--- src/rtl/irq_pend_ctrl_pkg.sv ---
// Shared sizes and FSM encoding for the interrupt pending controller.
// No logic, so there is no latency.
// No flow control, so there is no backpressure.
package irq_pend_ctrl_pkg;

  localparam int NUM_SRC = 8;
  localparam int ID_W    = 3;

  typedef logic [NUM_SRC-1:0] src_vec_t;
  typedef logic [ID_W-1:0]    src_id_t;

  typedef enum logic {
    IDLE    = 1'b0,
    PRESENT = 1'b1
  } state_t;

endpackage

--- src/rtl/irq_pend_ctrl_prio_enc8.sv ---
// Highest-set-bit encoder; bit 7 wins, as in the downstream encoder stage.
// Latency: combinational.
// Backpressure: none; the output follows the input, and it is 0 when no bit is set.
module prio_enc8
  import irq_pend_ctrl_pkg::*;
(
  input  logic [NUM_SRC-1:0] in_vec,
  output logic [ID_W-1:0]    id,
  output logic               any_valid
);

  // Scan upward so that the last set bit found, which is the highest, decides the result
  always_comb begin
    id        = '0;
    any_valid = 1'b0;
    for (int i = 0; i < NUM_SRC; i++) begin
      if (in_vec[i]) begin
        id        = ID_W'(i);
        any_valid = 1'b1;
      end
    end
  end

endmodule

--- src/rtl/irq_pend_ctrl.sv ---
// Captures eight interrupt requests as pending and grants the highest eligible one by valid/ack.
// Latency: 2 clocks from request to irq_valid, and the pend bit clears on the ack edge.
// Backpressure: an index stays presented until acked; new requests keep accumulating in pend.
module irq_pend_ctrl
  import irq_pend_ctrl_pkg::*;
#(
  parameter bit EDGE  = 1'b1,
  parameter int CNT_W = 8
) (
  input  logic                clk,
  input  logic                rst_n,
  input  logic [NUM_SRC-1:0]  req,
  input  logic [NUM_SRC-1:0]  mask,
  input  logic                irq_ack,
  output logic                irq_valid,
  output logic [ID_W-1:0]     irq_id,
  output logic [NUM_SRC-1:0]  pend,
  output logic [CNT_W-1:0]    lost_cnt
);

  state_t     state;
  src_vec_t   req_q;
  src_vec_t   set_vec;
  src_vec_t   clr_vec;
  src_vec_t   eligible;
  src_id_t    enc_id;
  logic       enc_any;
  logic       grant_done;
  logic       lost_hit;

  assign grant_done = (state == PRESENT) && irq_ack;
  assign eligible   = pend & mask;
  assign lost_hit   = |(set_vec & pend & ~clr_vec);

  // Build the new-request vector from edges or levels, and the one-hot clear for the acked source
  always_comb begin
    set_vec = EDGE ? (req & ~req_q) : req;
    clr_vec = '0;
    if (grant_done) begin
      clr_vec[irq_id] = 1'b1;
    end
  end

  prio_enc8 u_prio_enc8 (
    .in_vec    (eligible),
    .id        (enc_id),
    .any_valid (enc_any)
  );

  // Request history for edge detection. It resets to 0 so that a line already high counts as an edge.
  always_ff @(posedge clk or negedge rst_n) begin
    if (!rst_n) begin
      req_q <= '0;
    end else begin
      req_q <= req;
    end
  end

  // Pending register. The set term comes after the clear, so a re-request on the acked bit keeps it pending.
  always_ff @(posedge clk or negedge rst_n) begin
    if (!rst_n) begin
      pend <= '0;
    end else begin
      pend <= (pend & ~clr_vec) | set_vec;
    end
  end

  // Count cycles that dropped a request onto an already-pending bit, saturating at all ones
  always_ff @(posedge clk or negedge rst_n) begin
    if (!rst_n) begin
      lost_cnt <= '0;
    end else if (lost_hit && (lost_cnt != {CNT_W{1'b1}})) begin
      lost_cnt <= lost_cnt + CNT_W'(1);
    end
  end

  // Grant FSM. A presented index is held until acked and is never retracted.
  always_ff @(posedge clk or negedge rst_n) begin
    if (!rst_n) begin
      state     <= IDLE;
      irq_valid <= 1'b0;
      irq_id    <= '0;
    end else begin
      case (state)
        IDLE: begin
          if (enc_any) begin
            irq_id    <= enc_id;
            irq_valid <= 1'b1;
            state     <= PRESENT;
          end
        end
        PRESENT: begin
          if (irq_ack) begin
            irq_valid <= 1'b0;
            state     <= IDLE;
          end
        end
        default: begin
          irq_valid <= 1'b0;
          state     <= IDLE;
        end
      endcase
    end
  end

endmodule

--- config.mk ---
export PLATFORM = sky130hd
export DESIGN_NAME = irq_pend_ctrl
export DESIGN_NICKNAME = d
export VERILOG_FILES = /design/src/rtl/irq_pend_ctrl_pkg.sv /design/src/rtl/irq_pend_ctrl_prio_enc8.sv /design/src/rtl/irq_pend_ctrl.sv
export SDC_FILE = /design/constraint.sdc
export NUM_CORES = 1
export LEC_CHECK = 0
export BUFFER_PORTS_ARGS = -buffer_cell sky130_fd_sc_hd__buf_2
export CAP_MARGIN = 20
export CORE_MARGIN = 2
export CORE_UTILIZATION = 49
export DETAILED_ROUTE_END_ITERATION = 8
export HOLD_SLACK_MARGIN = 0.02
export PLACE_DENSITY = 0.76
export REMOVE_ABC_BUFFERS = 1
export SYNTH_ARGS = -nofsm -noshare
export SYNTH_HDL_FRONTEND = slang
export SYNTH_SLANG_ARGS = --single-unit
--- constraint.sdc ---
create_clock -name clk -period 2.65 [get_ports clk]
set_clock_uncertainty 0.1 [all_clocks]
set_input_delay 0.1325 -clock clk [delete_from_list [all_inputs] [get_ports clk]]
set_output_delay 0.1325 -clock clk [all_outputs]
set_load 0.005 [all_outputs]
==> results of run 1 <==
## registers in the layout, summed over array words and instances (netlist names)
| name | cells |
|---|---|
| pend | 8 |
| irq_id | 3 |
| state | 1 |
| req_q | 8 |
| irq_valid | 1 |
| lost_cnt | 8 |
## worst reg2reg max path, cell delays in order, from the launching register on
cell and delay (ns):
dfrtp_1 0.48, nand3_1 0.19, o31ai_2 0.26, o22a_1 0.18, o221ai_2 0.12, o21ai_4 0.25, mux2_1 0.35
## cell type report
cell class | count | area (µm²) | share of cell area
well taps | 30 | 37.5 | 0.0230
multi-input cells | 81 | 522 | 0.320
clock buffers | 8 | 48.8 | 0.0299
flip-flops and latches | 29 | 726 | 0.445
repair buffers | 48 | 290 | 0.178
inverters | 2 | 7.51 | 0.00460
## metal layers
layer / up-vias / wire length [µm] / global-route usage
met5: - / 0 / 0
met4: 0 / 35 / 0.0917
met3: 5 / 156 / 0.0628
met2: 38 / 1370 / 0.351
met1: 530 / 1180 / 0.214
li1: 515 / - / -
## through the flow
step / hold slack (ns) / instances / setup slack, ns / util
final: 0.0621 / 198 / 0.606 / 0.665
after global routing: 0.0595 / 198 / 0.438 / 0.665
after CTS: 0.0504 / 198 / 0.588 / 0.665
after detailed placement: 0.0838 / 180 / 0.591 / 0.604
after global placement: 0.0766 / 180 / 0.684 / 0.604
after floorplan: -0.263 / 112 / 0.779 / -
## power by group
group | internal [mW] | switching [mW] | leakage, nW
logic | 0.186 | 0.184 | 0.384
registers | 0.541 | 0.122 | 0.315
clock network | 0.106 | 0.135 | 0.0265
## cells by family after synthesis
kind of cell / count (synthesis)
AO/OA/AOI/OAI: 30
XOR/XNOR: 6
adder cells (fa/ha/maj): 1
buffers and inverters: 2
flip-flops: 29
multiplexers: 2
AND/OR/NAND/NOR: 42
## cells in the final DEF, fill, tap and decap left out
| cell type | instances |
|---|---|
| xor2_1 | 5 |
| ha_1 | 1 |
| o21a_1 | 1 |
| dfrtp_1 | 29 |
| a31oi_1 | 1 |
| clkbuf_4 | 5 |
| mux2_1 | 1 |
| a22o_1 | 1 |
| o41ai_2 | 1 |
| mux2i_1 | 1 |
| nand2b_1 | 11 |
| o22a_1 | 2 |
| nor4_1 | 1 |
| o221ai_2 | 2 |
| a32oi_1 | 1 |
| nand2_1 | 13 |
| nor2_1 | 10 |
| dlygate4sd3_1 | 10 |
| o21ai_0 | 1 |
| o31ai_1 | 3 |
| a21oi_1 | 8 |
| o21ai_4 | 1 |
| a221oi_1 | 2 |
| nor3_1 | 1 |
| inv_1 | 2 |
| buf_2 | 38 |
| nand3_1 | 6 |
| xnor2_1 | 1 |
| o31ai_2 | 1 |
| a22oi_1 | 2 |
| clkbuf_1 | 3 |
| o21ai_1 | 3 |
## worst min-delay path by stage
stage	start	endpoint	slack [ns]	cells after the start
after CTS	mask[7]	irq_id[0]$_DFFE_PN0P_	0.05	3
after global placement	rst_n	req_q[2]$_DFF_PN0_	0.08	1
after floorplan	rst_n	irq_id[0]$_DFFE_PN0P_	-0.26	0
after global routing	mask[7]	irq_id[0]$_DFFE_PN0P_	0.06	3
final	mask[7]	irq_id[0]$_DFFE_PN0P_	0.06	3
after detailed placement	rst_n	req_q[2]$_DFF_PN0_	0.08	1
==> reports/metrics.cfg, run 1 <==
[setup_path]
worstPathArrival_ns = 2.14
crit_type = flop to flop
slowest_delay_ns = 0.48
critPathTopFamily = compound AO/OA/AOI/OAI gates
path_cells = nand3_1, o31ai_2, o22a_1, o221ai_2, o21ai_4, mux2_1
crit_cells = 6
endpoint = lost_cnt[1]$_DFFE_PN0P_
worst_setup_path_start_kind = flop
reg2reg_slack_ns = 0.61
worstPathRequired_ns = 2.75
critPathMaxFanout = 7
r2r_end = lost_cnt[1]$_DFFE_PN0P_
worst-path-buf-inv = 0
r2r-start = irq_id[1]$_DFFE_PN0P_
slowest_stage = dfrtp_1
timing.critical_path.from = irq_id[1]$_DFFE_PN0P_
reg2regPathDepth = 6
cp-end-kind = flop

[clocking]
cts.clk_slew.worst_paths_ns = 0.08
clk_latency_ns = 0.31
post-cts-setup-buffers = 0
root_buffer = clkbuf_4
tritoncts = yes
cts_sinks = 29
cts_resized = 0
cts_hold_buf = 10
h-tree-depth = 2
cts_buffers = 5
cts_buffer_depth = 2

[pwr]
powerDensity_nw_per_um2 = 780
power.total_mw = 1.27
p_leak_nw = 0.726
ir_drop_uv = 572

[hold_path]
hold_class = input port to flop

[logic_synthesis]
async_flop_share = 1.00
synth_top_family_by_area = compound AO/OA/AOI/OAI gates
yosys.area_share.simple = 0.157
syn_area_um2 = 1250
synth_cells = 112
synth_top_area_frac = 0.578
synthAdderAreaFrac = 0.00997
synthMuxAreaShare = 0.0169
ys.warnings.count = 0
yosysSeqAreaShare = 0.578
synth_xor_area_frac = 0.0419
synth_most_common_cell = dfrtp_1
synth_top_flop_cell = dfrtp_1
synth_area_leaders = dfrtp_1 (58%), nand2b_1 (5.5%), nand2_1 (3.9%)
ys_types = 28
synth_edf_count = 0
ys_ff_latch = 29
synth_compound_area_frac = 0.190
ys_top_cells_by_count = dfrtp_1 (29), nand2_1 (13), nand2b_1 (11)
postSynthAreaPerCell_um2 = 11.2
yosys.area.top_type = dfrtp_1

[global_route]
grt_pass1_wl_um = 4080
grt_max_degree = 30
grt_overflow = 0
antenna_found_initial = 0
track_usage = 0.199
grt_pass1_vias = 974

[cells_and_area]
diodes = 0
n_fill_cell = 197
layout.nets = 187
final_area_um2 = 1630
syn_to_final_growth_pct = 30.0
drive_gt1_frac = 0.286

[detailed_routing]
first_iter_violations = 25
via_per_inst = 5.49
avgRoutedWirePerCell_um = 13.8
antenna_left = 0
drt_pass1_iterations = 4
num_vias = 1088
drc_errors = 0
wl_um = 2740

[flow_run]
maxCapViolCount = 0

[timing]
finalCritPeriodShare = 0.771
max_slew.worst_pin.slew_ns = 0.624
slew_viol_final = 0
rsz0062_at_grt = no
slew_headroom = 0.584
fmax_ghz = 0.489
setup_viol = 0
hold_viol = 0
fin_setup_tns_ns = 0
fin_crit_ns = 2.04

[floorplanning]
core_region_area_um2 = 2450
die_h_um = 54.6
die-area_um2 = 2980
die_x_um = 54.6
start_util = 0.511
num_rows = 18
ios = 39

[placed_design]
gp_congestion = 0.859
io_buffer_count = 38
placed_area_um2 = 1480
post-dp-hpwl_um = 2040

[outcome]
status = complete, no violations

Note: power is estimated with default switching activity, not from simulation.
==> run 2, diff against run 1 <==
--- a/config.mk
+++ b/config.mk
@@ -8,10 +8,10 @@
 export BUFFER_PORTS_ARGS = -buffer_cell sky130_fd_sc_hd__buf_2
 export CAP_MARGIN = 20
 export CORE_MARGIN = 2
-export CORE_UTILIZATION = 49
+export CORE_UTILIZATION = 44
 export DETAILED_ROUTE_END_ITERATION = 8
 export HOLD_SLACK_MARGIN = 0.02
-export PLACE_DENSITY = 0.76
+export PLACE_DENSITY = 0.72
 export REMOVE_ABC_BUFFERS = 1
 export SYNTH_ARGS = -nofsm -noshare
 export SYNTH_HDL_FRONTEND = slang
==> constraint.sdc (replaced) <==
create_clock -name clk -period 1.78 [get_ports clk]
set_clock_uncertainty 0.1 [all_clocks]
set_input_delay 0.089 -clock clk [delete_from_list [all_inputs] [get_ports clk]]
set_output_delay 0.089 -clock clk [all_outputs]
set_load 0.005 [all_outputs]
==> run 2 against run 1 <==
Effect of this change: the run now ends with setup timing left; global-route usage grew 0.98 points; critical endpoint is now lost_cnt[0]$_DFFE_PN0P_; power grew 69%; critical path depth grew 2; cell count grew 7.6%; setup slack lost 0.74 ns; clock-buffer cell count shrank 1; flip-flop and latch count is the same; combinational power grew 110%; utilization grew 1.5 points; sequential power grew 49%; die area grew 11%; largest cell class unchanged.
==> reports/metrics.cfg, run 2 (synthesis results as in run 1) <==
[flow_run]
maxCapViolCount = 0

[cells_and_area]
final-seq-area_um2 = 731
final_common_cell = buf_2
final_area_um2 = 1860
drive_gt1_frac = 0.434
syn_to_final_growth_pct = 48.0
layout.nets = 202
reg_top3 = lost_cnt x8, pend x8, req_q x8
diodes = 0
layout_common_cells = buf_2 (38), dfrtp_1 (25), buf_4 (14), nand2_1 (12)
n_fill_cell = 213
final_util = 0.679
multi_input_area_um2 = 618

[placed_design]
gp_congestion = 0.814
placed_area_um2 = 1570
pre_cts_ws_ns = -0.154
post-dp-hpwl_um = 2070
io_buffer_count = 38

[pwr]
powerDensity_nw_per_um2 = 1160
p_leak_nw = 0.849
power.total_mw = 2.15
ir_drop_uv = 812

[timing]
rsz0062_at_grt = yes
slew_viol_final = 0
finalCritPeriodShare = 1.08
setup_viol = 7
hold_viol = 0
max_slew.worst_pin.slew_ns = 0.618
fin_crit_ns = 1.92
layout_setup_ws_ns = -0.136
slew_headroom = 0.588
fin_setup_tns_ns = -0.858
fmax_ghz = 0.522

[detailed_routing]
via_per_inst = 5.40
antenna_left = 0
drc_errors = 0
drt_pass1_iterations = 4
avgRoutedWirePerCell_um = 14.6
first_iter_violations = 57
num_vias = 1151
wl_um = 3120

[outcome]
status = finished, violations left
violations = setup timing

[floorplanning]
die_x_um = 57.4
num_rows = 19
core_region_area_um2 = 2730
ios = 39
die-area_um2 = 3300
start_util = 0.459
die_h_um = 57.4

[setup_path]
cp-end-kind = flop
slowest_delay_ns = 0.47
crit_type = flop to flop
worstPathRequired_ns = 1.91
slowest_stage = dfrtp_2
path_cells = buf_4, o31ai_1, buf_4, o221ai_2, o21ai_4, buf_6, buf_4, xnor2_1
timing.critical_path.mode_cell = buf_4
worst_setup_path_start_kind = flop
critPathTopFamily = compound AO/OA/AOI/OAI gates
worstPathArrival_ns = 2.05
worst-path-buf-inv = 4
critPathMaxFanout = 6

[clocking]
cts_buffers = 5
clk_latency_ns = 0.32
cts.clk_slew.worst_paths_ns = 0.09
cts_sinks = 29
root_buffer = clkbuf_4
tritoncts = yes
h-tree-depth = 2
cts_buffer_depth = 2

[global_route]
grt_pass1_vias = 1168
track_usage = 0.209
grt_overflow = 0
antenna_found_initial = 0
grt_max_degree = 30
grt_pass1_wl_um = 5100

[hold_path]
hold_class = input port to flop

run 2: changes by cell type in the layout (fill, tap and decap cells not counted), sizes merged:
| cell | delta |
|---|---|
| buf | +15 |
| clkbuf | -1 |
run 2: repair_timing:
| action | in CTS | in global routing |
|---|---|---|
| gates resized for setup | 19 | 2 |
| hold buffers | 10 | 0 |
| setup endpoints to repair | 8 | 10 |
| buffers inserted | 4 | 0 |
| pin swaps | 4 | 1 |
| endpoints found under the hold margin | 46 | 0 |
run 2: cell type report:
type / instances / area share
multi-input combinational: 81 / 0.333
sequential: 29 / 0.394
inverter: 2 / 0.00404
tap: 31 / 0.0209
clock buffer: 7 / 0.0296
timing repair buffer: 63 / 0.219
run 2: power breakdown:
| part | switching (mW) | internal, mW |
|---|---|---|
| registers | 0.182 | 0.809 |
| logic | 0.358 | 0.407 |
| clock network | 0.205 | 0.186 |
| total | 0.745 | 1.40 |
run 2: metrics by stage:
stage	hold WS [ns]	instances
after global routing	0.0581	213
after global placement	0.0348	192
final	0.0564	213
after detailed placement	0.0411	192
after CTS	0.0233	213
after floorplan	-0.307	112
run 2: path summary, 6_finish.rpt:
path                                        from                       to  slack (ns)  depth (start not counted)
setup reg to reg           irq_id[1]$_DFFE_PN0P_  lost_cnt[0]$_DFFE_PN0P_       -0.14                          8
min in group asynchronous                  rst_n        pend[6]$_DFF_PN0_        0.21                          2
max in group asynchronous                  rst_n          state$_DFF_PN0_        0.93                          2
hold reg to reg               req_q[6]$_DFF_PN0_        pend[6]$_DFF_PN0_        0.40                          2
setup / recovery           irq_id[1]$_DFFE_PN0P_  lost_cnt[0]$_DFFE_PN0P_       -0.14                          8
hold / removal                           mask[6]    irq_id[1]$_DFFE_PN0P_        0.06                          3
run 2: worst register-to-register path, delay by kind of cell, from the launching register on:
| family | cells | cell delay (ns) |
|---|---|---|
| buffers and inverters | 4 | 0.55 |
| AOI/OAI and AO/OA | 3 | 0.57 |
| xor gates and xnor gates | 1 | 0.12 |
| DFF | 1 | 0.47 |
run 2: layer usage:
metal | part of all wire | GRT usage | up-vias
met5 | 0 | 0 | -
met4 | 0.017 | 0.103 | 0
met3 | 0.070 | 0.0726 | 6
met2 | 0.50 | 0.352 | 51
met1 | 0.41 | 0.233 | 545
li1 | - | - | 549
==> run 3, diff against run 2 <==
--- a/config.mk
+++ b/config.mk
@@ -13,6 +13,7 @@
 export HOLD_SLACK_MARGIN = 0.02
 export PLACE_DENSITY = 0.72
 export REMOVE_ABC_BUFFERS = 1
+export SETUP_SLACK_MARGIN = 0.02
 export SYNTH_ARGS = -nofsm -noshare
 export SYNTH_HDL_FRONTEND = slang
 export SYNTH_SLANG_ARGS = --single-unit
==> run 3 against run 2 <==
Effect of this change: the run still ends with setup timing left; sequential power is essentially flat; worst hold slack got worse by 0.0054 ns; combinational power grew 2%; register-to-register slack about the same; clock power grew 1%; wire length up 1.1%; first-iteration DRC count grew 21%; non-clock buffer count grew 1; clock-buffer cell count unchanged; critical path depth stayed put; setup slack lost 0.010 ns; fmax down 0.52%; critical path type unchanged; largest power group unchanged.
==> reports/metrics.cfg, run 3 (synthesis results as in run 1) <==
[detailed_routing]
drc_errors = 0
via_per_inst = 5.40
first_iter_violations = 69
antenna_left = 0
drt_pass1_iterations = 4
num_vias = 1156
avgRoutedWirePerCell_um = 14.7
wl_um = 3150

[pwr]
p_clk_frac = 0.183
switchingPower_mw = 0.753
powerDensity_nw_per_um2 = 1160
swShare = 0.348
p_int_mw = 1.41
power.total_mw = 2.16
p_leak_nw = 0.853
pwr-share-seq = 0.458
ir_drop_uv = 813
power_frac_comb = 0.359

[global_route]
track_usage = 0.210
grt_max_degree = 30
antenna_found_initial = 0
grt_overflow = 0
grt_pass1_wl_um = 5130
grt_pass1_vias = 1165

[placed_design]
io_buffer_count = 38
pre_cts_ws_ns = -0.154
placed_area_um2 = 1570
gp_congestion = 0.814
post-dp-hpwl_um = 2070

[setup_path]
reg2reg_slack_ns = -0.15
reg2regPathDepth = 8
worst_setup_path_start_kind = flop
cp-end-kind = flop
worstPathRequired_ns = 1.91
worstPathArrival_ns = 2.06
r2r_end = lost_cnt[0]$_DFFE_PN0P_
crit_type = flop to flop
r2r-start = irq_id[1]$_DFFE_PN0P_
critPathMaxFanout = 6

[outcome]
violations = setup timing
status = finished, violations left

[hold_path]
whs_path_depth = 3
holdPathEnd = irq_id[1]$_DFFE_PN0P_
hold_start = mask[6]
hold_class = input port to flop

[timing]
slew_headroom = 0.592
fin_setup_tns_ns = -0.928
max_slew.worst_pin.slew_ns = 0.612
hold_viol = 0
slew_viol_final = 0
fin_crit_ns = 1.93
finalCritPeriodShare = 1.08
setup_viol = 7
fmax_ghz = 0.519
rsz0062_at_grt = yes
layout_setup_ws_ns = -0.146

[cells_and_area]
drive_gt1_frac = 0.437
final_util = 0.682
layout_common_cells = buf_2 (38), dfrtp_1 (25), buf_4 (15), nand2_1 (12)
diodes = 0
final_common_cell = buf_2
final_area_um2 = 1860
reg_top3 = lost_cnt x8, pend x8, req_q x8
syn_to_final_growth_pct = 48.6
layout.nets = 203

[floorplanning]
die-area_um2 = 3300
num_rows = 19
core_region_area_um2 = 2730
ios = 39
start_util = 0.459
die_x_um = 57.4
die_h_um = 57.4

[clocking]
cts_buffers = 5
clk_latency_ns = 0.32
cts_buffer_depth = 2
root_buffer = clkbuf_4
h-tree-depth = 2
cts.clk_slew.worst_paths_ns = 0.09
cts_sinks = 29
tritoncts = yes

[flow_run]
maxCapViolCount = 0

-- run 3: per-stage QoR --
stage,hold WS (ns),std cells
4_1_cts,0.0233,214
5_1_grt,0.0581,214
3_5_place_dp,0.0411,192
3_3_place_gp,0.0348,192
6_report,0.0510,214
2_1_floorplan,-0.307,112
-- run 3: what timing repair did --
action	4_1_cts	5_1_grt
buffers inserted	5	0
endpoints found under the hold margin	46	0
setup endpoints to repair	8	11
pin swaps	4	1
cloned	0	0
gates resized for setup	19	2
hold buffers	10	0
-- run 3: per-layer routing --
metal  track usage  vias to the layer above  part of all wire
met3        0.0726                        6             0.073
met1         0.235                      552              0.40
met4        0.0930                        0             0.013
met2         0.360                       50              0.51
met5             0                        -                 0
li1              -                      548                 -
-- run 3: area by class of cell --
type / instances / area, µm²
Clock buffer: 7 / 55.1
Inverter: 2 / 7.51
Timing Repair Buffer: 64 / 414
Multi-Input combinational cell: 81 / 618
Tap cell: 31 / 38.8
Fill cell: 211 / 870
Sequential cell: 29 / 731
-- run 3: how the worst max path moves through the flow --
stage / start / to / slack (ns) / depth (start not counted)
after floorplan: irq_id[1]$_DFFE_PN0P_ / lost_cnt[1]$_DFFE_PN0P_ / -0.09 / 5
after global placement: irq_id[2]$_DFFE_PN0P_ / lost_cnt[7]$_DFFE_PN0P_ / -0.12 / 7
after detailed placement: state$_DFF_PN0_ / lost_cnt[7]$_DFFE_PN0P_ / -0.15 / 8
after CTS: state$_DFF_PN0_ / lost_cnt[0]$_DFFE_PN0P_ / -0.14 / 8
after global routing: state$_DFF_PN0_ / lost_cnt[0]$_DFFE_PN0P_ / -0.23 / 8
final: irq_id[1]$_DFFE_PN0P_ / lost_cnt[0]$_DFFE_PN0P_ / -0.15 / 8
-- run 3: worst max-delay path, stage by stage, from the launching register on --
cell and delay, ns:
dfrtp_2 0.47, buf_4 0.15, o31ai_1 0.26, buf_4 0.16, o221ai_2 0.13, o21ai_4 0.18
buf_6 0.14, buf_4 0.10, xnor2_1 0.12
-- run 3: power groups by stage --
stage          logic [mW]  clock network (mW)  registers (mW)
4_1_cts             0.766               0.403           0.983
3_5_place_dp        0.645                   0           0.978
3_3_place_gp        0.633                   0           0.966
2_1_floorplan       0.296                   0           0.976
5_1_grt             0.861               0.449            1.01
6_report            0.777               0.396           0.990
